File: src/rtl/rd_ptr_empty.sv
// Read-side pointer/empty generator for the async FIFO; optional almost_empty via RD_ALMOST_EMPTY_EN.
// Latency: a read advances the pointers on the same edge. A write shows as !empty SYNC_STAGES+1 edges after g_wptr moves.
// Backpressure: reads are accepted only while !empty. A read while empty is dropped without error.
module rd_ptr_empty #(
  parameter int ADDR_W      = 4,
  parameter int SYNC_STAGES = 2,
  parameter int AE_THRESH   = 2
) (
  input  logic              rclk,
  input  logic              rrst_n,
  input  logic              r_en,
  input  logic [ADDR_W:0]   g_wptr,
  output logic [ADDR_W:0]   b_rptr,
  output logic [ADDR_W:0]   g_rptr,
  output logic [ADDR_W-1:0] r_addr,
  output logic              empty,
  output logic [ADDR_W:0]   rd_level
`ifdef RD_ALMOST_EMPTY_EN
  ,
  output logic              almost_empty
`endif
);

  localparam int PTR_W = ADDR_W + 1;

  // Reject synchronizer depths outside 2..4 and negative thresholds at elaboration.
  if ((SYNC_STAGES < 2) || (SYNC_STAGES > 4) || (AE_THRESH < 0)) begin : g_bad_param
    $error("rd_ptr_empty: SYNC_STAGES must be 2..4 and AE_THRESH >= 0");
  end

  logic [PTR_W-1:0] sync_q [SYNC_STAGES];
  logic [PTR_W-1:0] g_wptr_s;
  logic [PTR_W-1:0] b_wptr_s;
  logic             rd_fire;
  logic [PTR_W-1:0] b_rptr_nxt;
  logic [PTR_W-1:0] g_rptr_nxt;
  logic [PTR_W-1:0] level_nxt;

  // Plain flop chain bringing the write Gray pointer into rclk; no logic between stages.
  always_ff @(posedge rclk or negedge rrst_n) begin
    if (!rrst_n) begin
      for (int i = 0; i < SYNC_STAGES; i++) begin
        sync_q[i] <= '0;
      end
    end else begin
      sync_q[0] <= g_wptr;
      for (int i = 1; i < SYNC_STAGES; i++) begin
        sync_q[i] <= sync_q[i-1];
      end
    end
  end

  assign g_wptr_s = sync_q[SYNC_STAGES-1];

  // Gray-to-binary conversion of the synchronized write pointer, XOR prefix from the MSB down.
  always_comb begin
    b_wptr_s         = '0;
    b_wptr_s[ADDR_W] = g_wptr_s[ADDR_W];
    for (int i = ADDR_W - 1; i >= 0; i--) begin
      b_wptr_s[i] = b_wptr_s[i+1] ^ g_wptr_s[i];
    end
  end

  assign rd_fire    = r_en && !empty;
  assign b_rptr_nxt = b_rptr + {{ADDR_W{1'b0}}, rd_fire};
  assign g_rptr_nxt = b_rptr_nxt ^ (b_rptr_nxt >> 1);
  // Modulo subtraction; the wrap bit makes a completely full FIFO read as 2**ADDR_W rather than 0.
  assign level_nxt  = b_wptr_s - b_rptr_nxt;

  // Pointers, empty and level update together, so empty rises on the edge that consumes the last entry.
  always_ff @(posedge rclk or negedge rrst_n) begin
    if (!rrst_n) begin
      b_rptr   <= '0;
      g_rptr   <= '0;
      empty    <= 1'b1;
      rd_level <= '0;
    end else begin
      b_rptr   <= b_rptr_nxt;
      g_rptr   <= g_rptr_nxt;
      empty    <= (g_rptr_nxt == g_wptr_s);
      rd_level <= level_nxt;
    end
  end

  assign r_addr = b_rptr[ADDR_W-1:0];

`ifdef RD_ALMOST_EMPTY_EN
  localparam logic [PTR_W-1:0] AE_LVL = PTR_W'(AE_THRESH);

  // Almost-empty is registered from the same next-level value, so it stays aligned with rd_level.
  always_ff @(posedge rclk or negedge rrst_n) begin
    if (!rrst_n) begin
      almost_empty <= 1'b1;
    end else begin
      almost_empty <= (level_nxt <= AE_LVL);
    end
  end
`endif

endmodule

File: config.mk
export PLATFORM = sky130hd
export DESIGN_NAME = rd_ptr_empty
export DESIGN_NICKNAME = d
export VERILOG_FILES = /design/src/rtl/rd_ptr_empty.sv
export SDC_FILE = /design/constraint.sdc
export NUM_CORES = 1
export LEC_CHECK = 0
export ABC_AREA = 1
export BUFFER_PORTS_ARGS = -buffer_cell sky130_fd_sc_hd__buf_2
export CORE_ASPECT_RATIO = 0.6
export CORE_MARGIN = 10
export CORE_UTILIZATION = 40
export DETAILED_ROUTE_END_ITERATION = 12
export GPL_TIMING_DRIVEN = 0
export PLACE_DENSITY = 0.62
export SYNTH_ARGS = -nofsm -noshare
export SYNTH_HDL_FRONTEND = slang
export SYNTH_SLANG_ARGS = --single-unit
File: constraint.sdc
create_clock -name rclk -period 2.2 [get_ports rclk]
set_input_delay 0.33 -clock rclk [delete_from_list [all_inputs] [get_ports rclk]]
set_output_delay 0.33 -clock rclk [all_outputs]
set_load 0.02 [all_outputs]
==> impl_results.md <==
* Gpl congestion at 0.843
* YS warnings at 0
* CTS clock-pin slew for the worst setup and hold paths at 0.09 ns
* Initial antenna violation count at 0
* CTS root buffer: clkbuf_8
* Post-layout util at 0.529
* CTS tree: yes
* Worst EP required at 2.36 ns
* CP peak stage delay at 0.45 ns
* Fin crit share at 0.986
* Kind of cell adding the most delay to the critical path: simple AND/OR/NAND/NOR gates
* Die ar. at 5750 sq um
* Clock buffer depth at 2
* Slew at the pin closest to its max-slew limit at 0.541 ns
* LEAKAGE at 0.812 nW
* Arrival time at the worst endpoint at 2.33 ns
* Vias in the first global route at 871
* Worst VDD drop at 0.000532 V
* Syn nets at 145
* Ratio of cells with drive above 1 in the final layout at 0.482
* FF-to-FF setup slack at 0.03 ns
* Post-route DRC violation count at 0
* Crit path cell chain: xor2_2, nand2_1, nand2_2, inv_2, nand2_4, nand2_4, nand2_2, nand2_1, ha_2, inv_2, fa_2, nand2_2, inv_2, o21ai_2, nand2_1, xnor2_1
* Rel. slew slack at 0.639
* Crit path launch type: register
* Register bit total from synthesis at 25
* Cell Area, Synth at 1220 sq um
* GR Util All Layers at 0.0803
* Final setup fails at 0
* Slowest CP cell: dfrtp_2
* Die Wd at 91.4 microns
* Crit Path Class: reg2reg
* Clk Latency, worst-skew pair at 0.26 ns
* Chip height at 62.9 microns
* Routed len/inst at 11.0 microns
* Slew Limit Fails at 0
* Critical path origin: g_wptr_s[3]
* Nets at 181
* Endpoints failing hold at 0
* # IOs at 28
* Worst Hold Class: in2async
* # port buffers at 27
* Vias/cell at 4.25
* # clock sinks at 25
* Initial Util at 0.421
* Avg Cell Area, Syn at 9.35 sq um
* Worst hold slack at 0.0419 ns
* Final Skew at 0.00403 ns
* Grt ovf at 0
* CTS Buf Count at 3
* Buf/Inv on CP at 3
* Via total after detailed routing at 885
* Highest clock rate at 461 MHz
* DRT Wirelength at 2280 microns
* Max cap viols at 0
* CP Capture Type: register
* DRT iter0 DRCs at 44
* Largest net degree at the start of global routing at 26
* Crit-path max FO at 3
* CORE AREA at 2910 sq um
* Cells on worst reg2reg path at 16
* ANT nets after route at 0
* Std-Cell Rows at 15
* R2R Path Start: g_wptr_s[3]
* Status: complete, no violations
* RSZ-0062 raised after global routing: true
* DRT Pass-1 Iters at 4
* Hold buffers post-CTS at 0
* Antenna diode count at 0
* Detail Placement HPWL at 1790 microns
* First-pass GRT wire length at 3860 microns
* Unique masters post-synth at 21
* P&R area growth vs syn at 25.6%
* Min cycle time layout at 2.17 ns
* H-tree level count at 1
* Sequential area share after synthesis at 0.512
* Synth Instances at 131
* Power Density at 1560 nW/um^2
* Worst R2R End: rd_level[4]
-- kinds of logic (layout without fill, tap and decap cells) --
kind of cell	count (synthesis)	after routing	share of synthesized area
AND/OR/NAND/NOR	68	68	0.279
flip-flops	25	25	0.512
buffers and inverters	25	60	0.0981
adder cells (fa/ha/maj)	6	6	0.0674
XOR/XNOR	4	4	0.0286
AO/OA/AOI/OAI	3	3	0.0153
-- power by group --
part / switching, W / internal, W / leakage (nW)
clock: 0.000137 / 0.000126 / 0.0255
combinational: 0.000879 / 0.000554 / 0.496
sequential: 0.0000887 / 0.000617 / 0.290
total: 0.00110 / 0.00130 / 0.812
-- synth_stat cells, drive strengths merged --
library cell	n	area, sq um
a21oi	1	5.00
buf	6	48.8
dfrtp	24	601
dfstp	1	26.3
fa	1	20.0
ha	5	62.6
inv	19	71.3
nand2	45	221
nand3	15	80.1
nand4	3	18.8
nor2	5	21.3
o21ai	2	13.8
xnor2	3	26.3
xor2	1	8.76
-- per-stage QoR --
| step | setup TNS [ns] | std cells | setup slack [ns] | power, W | instance area (sq um) |
|---|---|---|---|---|---|
| detailed placement | -0.124 | 200 | -0.118 | 0.00209 | 1410 |
| CTS | 0 | 206 | 0.00581 | 0.00241 | 1500 |
| global placement | -0.0438 | 200 | -0.0438 | 0.00206 | 1410 |
| global route | -0.172 | 208 | -0.172 | 0.00263 | 1540 |
| floorplan | 0 | 131 | 0.00366 | 0.00174 | 1220 |
| finish | 0 | 208 | 0.0298 | 0.00240 | 1540 |
-- cells in the final DEF (no fill, tap or decap), types with 3 or more instances in the layout --
cell,synthesis,layout
clkbuf_8,0,3
buf_4,5,9
nand2_1,30,27
buf_2,0,27
nand4_1,3,3
dfrtp_1,24,22
inv_2,7,9
inv_1,12,10
nand2_4,3,4
nand2_2,12,14
nor2_1,4,4
nand3_1,14,14
-- registers in the layout, summed over array words and instances (netlist names) --
signal / cells
b_rptr: 5
empty: 1
rd_level: 5
g_rptr: 4
g_wptr_s: 5
sync_q: 5
-- how the worst max path moves through the flow --
stage                             end  cells after the start
after floorplan           rd_level[4]                     10
after global placement    rd_level[4]                     15
after detailed placement  rd_level[4]                     15
after CTS                 rd_level[4]                     15
after global routing      rd_level[4]                     16
final                     rd_level[4]                     16
-- cell type report --
type	count	area, sq um
flip-flops and latches	25	629
well taps	42	52.6
plain buffers	6	48.8
clock inverters	1	5.00
multi-input cells	81	526
fillers	261	1370
clock buffers	3	41.3
inverters	19	71.3
repair buffers	31	165
-- metal layers --
layer	track usage	part of all wire	up-vias	wire, microns
li1	-	-	473	-
met1	0.0981	0.50	389	1140
met2	0.123	0.42	21	953
met3	0.0408	0.075	2	172
met4	0.0175	0.0061	0	14
met5	0	0	-	0
-- repair_timing --
action | CTS | global route
pin swaps | 2 | 7
setup endpoints to repair | 2 | 2
resized for setup | 5 | 10
buffers inserted | 2 | 2
cloned | 0 | 0
hold endpoints to repair | 0 | 0
-- worst reg2reg max path: cells and delay by family (launching register included) --
family | cells | cell delay, ns
AO/OA/AOI/OAI | 1 | 0.10
adder cells (fa/ha/maj) | 2 | 0.52
flip-flops | 1 | 0.45
AND/OR/NAND/NOR | 8 | 0.54
XOR/XNOR | 2 | 0.31
buffers and inverters | 3 | 0.15
Note: power is estimated with default switching activity, not from simulation.
